**src/rtl/sigma_delta_pkg.sv**
```systemverilog
`default_nettype none
// ============================================================================
//  Module      : sigma_delta_pkg
//  Description : Shared constants and helpers for the sigma-delta decimator
//                (CIC order, warm-up length, internal width, offset binary).
//  Revision    : 1.0 - initial release
// ============================================================================
package sigma_delta_pkg;

    // Number of integrator/comb stages in the sinc filter.
    localparam int CIC_ORDER    = 3;

    // Comb steps whose output is still contaminated by the filter start-up.
    localparam int WARMUP_STEPS = 3;

    // Internal two's complement width: CIC gain is R**3 = 2**(3*L), and the
    // signed range +/-2**(3L) needs 3L+2 bits.
    function automatic int sd_cic_width(input int decim_log2);
        return CIC_ORDER * decim_log2 + 2;
    endfunction

    // Signed to excess-2**msbi conversion: flipping the sign bit is all it takes.
    function automatic logic [31:0] sd_signed_to_offset(input logic [31:0] value,
                                                        input int          msbi);
        return value ^ (32'd1 << msbi);
    endfunction

endpackage
`default_nettype wire

```
**src/rtl/sd_cic_integrator.sv**
```systemverilog
`default_nettype none
// ============================================================================
//  Module      : sd_cic_integrator
//  Description : One enabled W-bit wrapping accumulator of the CIC cascade.
//  Ports       : clk      - clock
//                reset_n  - asynchronous active-low reset
//                i_en     - accumulate strobe
//                i_addend - value added on each strobe (previous stage output)
//                o_acc    - registered accumulator value
//  Revision    : 1.0 - initial release
// ============================================================================
module sd_cic_integrator #(
    parameter int W = 20
) (
    input  logic         clk,
    input  logic         reset_n,
    input  logic         i_en,
    input  logic [W-1:0] i_addend,
    output logic [W-1:0] o_acc
);

    logic [W-1:0] r_acc;

    // Wrap-around is intentional: CIC integrators rely on modular arithmetic.
    always_ff @(posedge clk or negedge reset_n) begin
        if (!reset_n) begin
            r_acc <= '0;
        end else if (i_en) begin
            r_acc <= r_acc + i_addend;
        end
    end

    assign o_acc = r_acc;

endmodule
`default_nettype wire

```
**src/rtl/sigma_delta_decimator.sv**
```systemverilog
`default_nettype none
// ============================================================================
//  Module      : sigma_delta_decimator
//  Description : 1-bit sigma-delta bitstream to PCM through a 3rd-order CIC
//                decimator (decimation R = 2**DECIM_LOG2). Output is offset
//                binary (excess 2**MSBI), matching the DAC input format.
//  Ports       : clk       - clock
//                reset_n   - asynchronous active-low reset
//                in        - bitstream bit, sampled when in_en=1
//                in_en     - bitstream sample strobe
//                out       - decimated sample, MSBI+1 bits, offset binary
//                out_valid - one-cycle strobe qualifying out
//  Revision    : 1.0 - initial release
// ============================================================================
module sigma_delta_decimator
    import sigma_delta_pkg::*;
#(
    parameter int   MSBI       = 15,
    parameter int   DECIM_LOG2 = 6,
    parameter logic INV        = 1'b1
) (
    input  logic          clk,
    input  logic          reset_n,
    input  logic          in,
    input  logic          in_en,
    output logic [MSBI:0] out,
    output logic          out_valid
);

    localparam int W     = sd_cic_width(DECIM_LOG2);
    localparam int SHIFT = CIC_ORDER * DECIM_LOG2 - MSBI;

    localparam logic [DECIM_LOG2-1:0] c_CNT_LAST  = {DECIM_LOG2{1'b1}};
    localparam logic [1:0]            c_WARM_DONE = 2'(WARMUP_STEPS);
    localparam logic [W-1:0]          c_POS_FULL  = W'(1) << MSBI;
    localparam logic [MSBI:0]         c_POS_MAX   = {1'b0, {MSBI{1'b1}}};
    localparam logic [MSBI:0]         c_MIDSCALE  = (MSBI+1)'(sd_signed_to_offset(32'd0, MSBI));

    generate
        if ((CIC_ORDER * DECIM_LOG2 < MSBI) || (DECIM_LOG2 < 1) || (DECIM_LOG2 > 8)) begin : g_badParams
            $error("sigma_delta_decimator: illegal MSBI/DECIM_LOG2 combination");
        end
    endgenerate

    // ------------------------------------------------------------------
    // Input mapping: bit 1 -> +1, bit 0 -> -1, sign-extended to W bits.
    // ------------------------------------------------------------------
    logic         w_bit;
    logic [W-1:0] w_integ [0:CIC_ORDER];

    assign w_bit      = in ^ INV;
    assign w_integ[0] = w_bit ? W'(1) : {W{1'b1}};

    // Each stage adds the previous stage's registered value, so all three
    // update in parallel from their old values.
    generate
        for (genvar k = 1; k <= CIC_ORDER; k++) begin : g_integrator
            sd_cic_integrator #(
                .W        (W)
            ) u_integrator (
                .clk      (clk),
                .reset_n  (reset_n),
                .i_en     (in_en),
                .i_addend (w_integ[k-1]),
                .o_acc    (w_integ[k])
            );
        end
    endgenerate

    // ------------------------------------------------------------------
    // Decimation counter; the comb step runs the cycle after the wrap so
    // that it sees I3 including the bit sampled at the wrapping edge.
    // ------------------------------------------------------------------
    logic [DECIM_LOG2-1:0] r_cnt;
    logic                  r_decPending;

    always_ff @(posedge clk or negedge reset_n) begin
        if (!reset_n) begin
            r_cnt        <= '0;
            r_decPending <= 1'b0;
        end else begin
            r_decPending <= in_en && (r_cnt == c_CNT_LAST);
            if (in_en) begin
                r_cnt <= r_cnt + 1'b1;
            end
        end
    end

    // ------------------------------------------------------------------
    // Comb step (single shared step, all three differences in one cycle).
    // ------------------------------------------------------------------
    logic [W-1:0] r_d1, r_d2, r_d3;
    logic [W-1:0] w_c1, w_c2, w_c3;
    logic [W-1:0] w_scaled;
    logic [MSBI:0] w_sat;

    assign w_c1 = w_integ[CIC_ORDER] - r_d1;
    assign w_c2 = w_c1 - r_d2;
    assign w_c3 = w_c2 - r_d3;

    assign w_scaled = W'($signed(w_c3) >>> SHIFT);

    // Full-scale positive input yields exactly +2**MSBI, one past the top code.
    assign w_sat = (w_scaled == c_POS_FULL) ? c_POS_MAX : w_scaled[MSBI:0];

    logic [1:0]    r_warm;
    logic [MSBI:0] r_out;
    logic          r_outValid;

    always_ff @(posedge clk or negedge reset_n) begin
        if (!reset_n) begin
            r_d1       <= '0;
            r_d2       <= '0;
            r_d3       <= '0;
            r_warm     <= '0;
            r_out      <= c_MIDSCALE;
            r_outValid <= 1'b0;
        end else begin
            r_outValid <= 1'b0;
            if (r_decPending) begin
                r_d1  <= w_integ[CIC_ORDER];
                r_d2  <= w_c1;
                r_d3  <= w_c2;
                r_out <= {~w_sat[MSBI], w_sat[MSBI-1:0]};
                if (r_warm == c_WARM_DONE) begin
                    r_outValid <= 1'b1;
                end else begin
                    r_warm <= r_warm + 1'b1;
                end
            end
        end
    end

    assign out       = r_out;
    assign out_valid = r_outValid;

endmodule
`default_nettype wire

```
**config.mk**
```make
export PLATFORM = sky130hd
export DESIGN_NAME = sigma_delta_decimator
export DESIGN_NICKNAME = d
export VERILOG_FILES = /design/src/rtl/sigma_delta_pkg.sv /design/src/rtl/sd_cic_integrator.sv /design/src/rtl/sigma_delta_decimator.sv
export SDC_FILE = /design/constraint.sdc
export NUM_CORES = 1
export LEC_CHECK = 0
export CAP_MARGIN = 10
export CELL_PAD_IN_SITES_DETAIL_PLACEMENT = 0
export CELL_PAD_IN_SITES_GLOBAL_PLACEMENT = 1
export CORE_MARGIN = 2
export CORE_UTILIZATION = 50
export CTS_CLUSTER_SIZE = 8
export DETAILED_ROUTE_END_ITERATION = 10
export PLACE_DENSITY = 0.82
export SLEW_MARGIN = 5
export SYNTH_ARGS = -nofsm -noshare
export SYNTH_HDL_FRONTEND = slang
export SYNTH_HIERARCHICAL = 1
export SYNTH_SLANG_ARGS = --single-unit
```
**constraint.sdc**
```tcl
create_clock -name clk -period 6.66 [get_ports clk]
set_input_delay 1.665 -clock clk [delete_from_list [all_inputs] [get_ports clk]]
set_output_delay 1.665 -clock clk [all_outputs]
set_load 0.03 [all_outputs]
```
## Word level (Yosys, flattened, before mapping)

Cells that the tools add are included.

- Bits of input ports: 4
- Output and inout port bits: 17
- Bits in registers: 146

- Add/subtract/negate cells: 8
- Equality and inequality tests: 3
- Mux-type cells: 4
- Reduce and logical (&&, ||, !) cells: 2
- Bitwise operators: 2

Operators with widths:

| operator | count |
|---|---|
| $add A20 B20 Y20 | 3 |
| $sub A20 B20 Y20 | 3 |
| $eq A20 B16 Y1 const B | 1 |
| $mux W20 | 1 |
| $mux W16 | 1 |
| $add A6 B1 Y6 const B | 1 |
| $eq A6 B6 Y1 const B | 1 |
| $add A2 B1 Y2 const B | 1 |
| $eq A2 B2 Y1 const B | 1 |
| $mux W1 | 2 |
| $not A1 Y1 | 2 |
| $reduce_and A2 Y1 | 1 |
| $logic_and A1 B1 Y1 | 1 |

## Depth between registers and ports, before layout

- Depth after elaboration: 6
- Mapped depth: 28
- Gate-level depth less buffers: 27

## Modules after synthesis

Netlist, hierarchy kept.

Modules (own cells, without submodules):

| module | area each (um^2) | cells each | sequential area each (um^2) | times used |
|---|---|---|---|---|
| sigma_delta_decimator | 5870.6 | 645 | 2153.3 | 1 |
| sd_cic_integrator at g_integrator[2].u_integrator ... | 1725.4 | 186 | 500.5 | 2 |
| sd_cic_integrator at g_integrator[1].u_integrator | 1750.4 | 186 | 500.5 | 1 |

## Worst setup path before layout

OpenSTA, ideal clock, no wires.

- Path kind: reg-to-reg
- Start: register g_integrator[3].u_integrator.r_acc[5]
- End: register r_out[5], in the netlist out[5]
- Path buffers: 1
- Path slack: 1.365 ns
- Arrival: 5.228 ns
- Stages on the path, launching flop included: 25
- Data required time: 6.593 ns
- Setup time: 0.067 ns
- Path through: dfrtp_1 > ha_1 > o21a_1 > or2_2 > a21oi_1 > a211oi_1 > or2_2 > a21o_1 > a211oi_1 > nor2_1 > ha_1 > and3_1 > a221o_1 > a41oi_1 > o21ba_2 > xnor2_1 > ha_1 > or3_1 > a211oi_2 > o31ai_2 > a21oi_1 > xor2_1 > nor4b_4 > buf_6 > nand2b_1

- Cells in the longest elaborated chain, start to end: 5

Ends and longest elaborated chain:

| what | RTL line | source |
|---|---|---|
| from (decl) | sd_cic_integrator.sv:22 | `logic [W-1:0] r_acc;` |
| from (signal assigned) | sd_cic_integrator.sv:29 | `r_acc <= r_acc + i_addend;` |
| $sub A20 B20 Y20 | sigma_delta_decimator.sv:97 | `assign w_c1 = w_integ[CIC_ORDER] - r_d1;` |
| via w_c1[12] | sigma_delta_decimator.sv:93 | `logic [W-1:0] w_c1, w_c2, w_c3;` |
| $sub A20 B20 Y20 | sigma_delta_decimator.sv:98 | `assign w_c2 = w_c1 - r_d2;` |
| via w_c2[15] | sigma_delta_decimator.sv:93 |  |
| $sub A20 B20 Y20 | sigma_delta_decimator.sv:99 | `assign w_c3 = w_c2 - r_d3;` |
| $eq A20 B16 Y1 | sigma_delta_decimator.sv:104 | `assign w_sat = (w_scaled == c_POS_FULL) ? c_POS_MAX : w_scaled[MSBI:0];` |
| $mux W16 | sigma_delta_decimator.sv:104 |  |
| to (signal assigned) | sigma_delta_decimator.sv:116 | `r_out <= c_MIDSCALE;` |
| to (signal assigned) | sigma_delta_decimator.sv:124 | `r_out <= {~w_sat[MSBI], w_sat[MSBI-1:0]};` |
| to (decl) | sigma_delta_decimator.sv:107 | `logic [MSBI:0] r_out;` |

The timed path passes the listed nets, and every way through them passes these cells.
A chain may end at the register's enable or synchronous reset.

## Worst setup path in the final report

- Start: register g_integrator[3].u_integrator.r_acc[2]
- End: register r_out[9], in the netlist out[9]

Same word-level chain as after synthesis.

==> flow_metrics.py <==
metrics = {
    "worst_setup_path": {
        "reg2reg_to": "out[9]$_DFFE_PN0P_",
        "end_kind": "flip-flop",
        "crit_family": "compound AO/OA/AOI/OAI gates",
        "start_kind": "flip-flop",
        "max_stage_delay_ps": 670,
        "cp_num_cells": 23,
        "path_buf_inv": 0,
        "reg2reg_depth": 23,
        "ff2ff_setup_slack_ps": 810,
        "worstPathCellList": "ha_1 -> nor2b_1 -> o21a_1 -> o21ai_0 -> a211oi_1 -> or2_2 -> a21o_1 -> a211oi_1 -> nor2_1 -> ha_1 -> and3_1 -> a221o_1 -> a41oi_1 -> o21ba_2 -> xnor2_1 -> ha_1 -> or3_1 -> a211oi_2 -> o31ai_2 -> a21oi_1 -> xor2_1 -> nor4b_4 -> nand2b_1",
        "cp_max_fo": 16,
        "critPathKind": "reg -> reg",
        "r2r-start": "g_integrator[3].u_integrator/o_acc[2]$_DFFE_PN0P_",
        "crit_top_cell": "ha_1",
        "arrival_ps": 6210,
        "worstPathRequired_ps": 7020,
        "slowest_stage": "nor4b_4",
    },
    "sta": {
        "hold-worst-slack_ps": 477,
        "fin_crit_sh": 0.879,
        "final_hold_viol_count": 0,
        "slew_headroom": 0.379,
        "skew_ps": 9.94,
        "fmax_mhz": 171,
        "maxSlewViolCount": 0,
        "rsz0062_at_grt": "false",
        "worst_slew_pin_slew_ps": 929,
        "finalCriticalPeriod_ps": 5850,
        "fin_setup_tns_ps": 0,
        "finalSetupViolations": 0,
    },
    "yosys": {
        "syn-instance-count": 1203,
        "synth_top_flop_cell": "dfrtp_1",
        "ys_ff_latch": 146,
        "yosysUniqueCellTypes": 69,
        "synth-edff-count": 0,
        "syn_area_sq_mm": 0.0111,
        "syn_area_per_cell_sq_um": 9.20,
        "synth_nets": 1327,
        "yosys_warnings": 6,
        "synth_seq_area_share": 0.330,
        "async_reset_ff_frac": 1.00,
    },
    "die": {
        "start_util": 0.509,
        "core-area_sq_mm": 0.0218,
        "io_pins": 21,
        "die_area_sq_mm": 0.0233,
        "die_w_microns": 153,
        "fp.dieH_microns": 153,
        "rows": 54,
    },
    "routing": {
        "routed-via-count": 8348,
        "drc": 0,
        "wl_mm": 21.3,
        "ant_nets": 0,
        "first_pass_iters": 4,
        "wl_per_cell_microns": 14.2,
        "first_iter_violations": 297,
        "post_drt_via_cell_ratio": 5.54,
    },
    "global_route": {
        "track_usage": 0.192,
        "use_met2": 0.343,
        "grt_pass1_wl_mm": 37.9,
        "antenna_found_initial": 0,
        "first_global_vias": 8246,
        "grt_max_degree": 99,
        "grt_util_met1": 0.240,
        "top_usage_layer": "met2",
        "grt-ovfl-total": 0,
        "met3_usage": 0.0233,
    },
    "placement": {
        "io_buffers": 20,
        "gp_congestion": 0.828,
        "place_hpwl_mm": 16.1,
    },
    "cells_and_area": {
        "final_core_util": 0.557,
        "fin_nets": 1338,
        "n_fill_cell": 1984,
        "syn2layout_area_growth_pct": 9.36,
        "layout-drive-gt1-share": 0.116,
        "multi_input_area_sq_mm": 0.00695,
        "regArea_sq_mm": 0.00366,
        "antenna_cells": 0,
    },
    "clocking": {
        "post_cts_resized": 0,
        "clk_pin_slew_ps": 60,
        "clock_latency_ps": 430,
        "root_buffer": "clkbuf_16",
        "cts_buffer_depth": 2,
        "htreeDepth": 4,
        "postCtsSetupRepairBufs": 0,
        "cts_hold_buffers": 0,
        "cts.sinks": 146,
        "tritoncts": "built",
        "cts_buffers": 17,
    },
    "worst_hold_path": {
        "hp-class": "reg -> reg",
        "hold_start": "g_integrator[1].u_integrator/o_acc[19]$_DFFE_PN0P_",
        "whs_endpoint": "g_integrator[1].u_integrator/o_acc[19]$_DFFE_PN0P_",
        "hold_depth": 1,
    },
    "outcome": {
        "status": "completed",
    },
    "flow_run": {
        "maxCapViolations": 0,
    },
}
-- kinds of logic after synthesis --
kind of cell | Yosys count | synth area share
compound gates | 372 | 0.233
simple gates | 303 | 0.131
flops | 146 | 0.330
fa+ha+maj | 120 | 0.139
buf+inv | 120 | 0.0418
xor+xnor | 90 | 0.0731
mux | 51 | 0.0514
other cells | 1 | 0.000339
-- per-stage QoR --
step	cells	worst slack (ps)	cell area, sq um
final	1507	808	12100
after floorplan	1203	1370	11100
after global placement	1475	874	11500
after global routing	1507	230	12100
after CTS	1507	742	12100
after detailed placement	1475	751	11500
-- cells in the mapped netlist (7+ instances only) --
cell	instances	share of area
and3_1	14	0.0079
clkbuf_1	22	0.0075
xor2_1	32	0.025
inv_1	86	0.029
mux2i_1	7	0.0063
o21a_1	11	0.0075
a211o_1	11	0.0087
nor2_1	60	0.020
o21bai_1	9	0.0061
a21oi_1	87	0.039
nor3_1	25	0.011
mux2_2	43	0.044
dfrtp_1	145	0.33
nor2b_1	14	0.0079
a21oi_2	15	0.012
nand2_1	110	0.037
a211oi_1	12	0.0081
xnor2_1	56	0.044
nand2b_1	24	0.014
o21ai_0	95	0.043
ha_1	115	0.13
nand4_1	12	0.0068
nand3_1	18	0.0081
a31oi_1	10	0.0057
o21ai_1	14	0.0063
a21o_1	43	0.029
-- worst reg2reg max path: stages (launching register included) --
cell	delay [ps]
dfrtp_1	410
ha_1	370
nor2b_1	150
o21a_1	170
o21ai_0	330
a211oi_1	170
or2_2	350
a21o_1	180
a211oi_1	220
nor2_1	90
ha_1	340
and3_1	220
a221o_1	350
a41oi_1	170
o21ba_2	190
xnor2_1	90
ha_1	190
or3_1	310
a211oi_2	200
o31ai_2	110
a21oi_1	180
xor2_1	130
nor4b_4	670
nand2b_1	190
-- cell type report --
| cell class | instances | share of cell area |
|---|---|---|
| multi-input cells | 937 | 0.574 |
| flip-flops and latches | 146 | 0.302 |
| clock buffers | 21 | 0.0380 |
| well taps | 280 | 0.0289 |
| inverters | 88 | 0.0273 |
| repair buffers | 24 | 0.0187 |
| clock inverters | 11 | 0.0105 |
-- state kept, by name, indices dropped and copies added, names as in the netlist --
register and count:
g_integrator.u_integrator/o_acc 60, r_d1 20, r_d2 20, r_d3 20, out 16, r_cnt 6, r_warm 2, out_valid 1
r_decPending 1
-- layer usage --
| metal | wire, microns | vias to the layer above | share of wire |
|---|---|---|---|
| met5 | 0 | - | 0 |
| met4 | 449 | 0 | 0.021 |
| met3 | 363 | 28 | 0.017 |
| met2 | 10600 | 82 | 0.50 |
| met1 | 9930 | 3892 | 0.47 |
| li1 | - | 4346 | - |
-- cells in the final DEF, fill, tap and decap left out, types with 11 or more instances in the layout --
cell and n:
a21oi_2 15, xnor2_1 56, a211o_1 11, a21oi_1 87
xor2_1 32, mux2_2 43, a211oi_1 12, a21o_1 43
o21ai_1 14, nor3_1 25, clkbuf_16 17, inv_1 86
nand2b_1 24, nand2_1 110, and3_1 14, dfrtp_1 144
nor2_1 60, o21ai_0 95, nand3_1 18, ha_1 115
clkdlybuf4s50_1 18, nor2b_1 14, nand4_1 12, o21a_1 11
-- worst max-delay path by stage --
stage	startpoint	end	slack, ps
after floorplan	g_integrator[3].u_integrator/o_acc[5]$_DFFE_PN0P_	out[5]$_DFFE_PN0P_	1370
final	g_integrator[3].u_integrator/o_acc[2]$_DFFE_PN0P_	out[9]$_DFFE_PN0P_	810
after CTS	g_integrator[3].u_integrator/o_acc[2]$_DFFE_PN0P_	out[9]$_DFFE_PN0P_	740
after global routing	g_integrator[3].u_integrator/o_acc[7]$_DFFE_PN0P_	out[7]$_DFFE_PN0P_	230
after global placement	g_integrator[3].u_integrator/o_acc[2]$_DFFE_PN0P_	out[0]$_DFFE_PN0P_	870
after detailed placement	g_integrator[3].u_integrator/o_acc[2]$_DFFE_PN0P_	out[9]$_DFFE_PN0P_	750
Power is not shown: default switching activity piles up to over one toggle a cycle in this logic, so the estimate is an artifact.
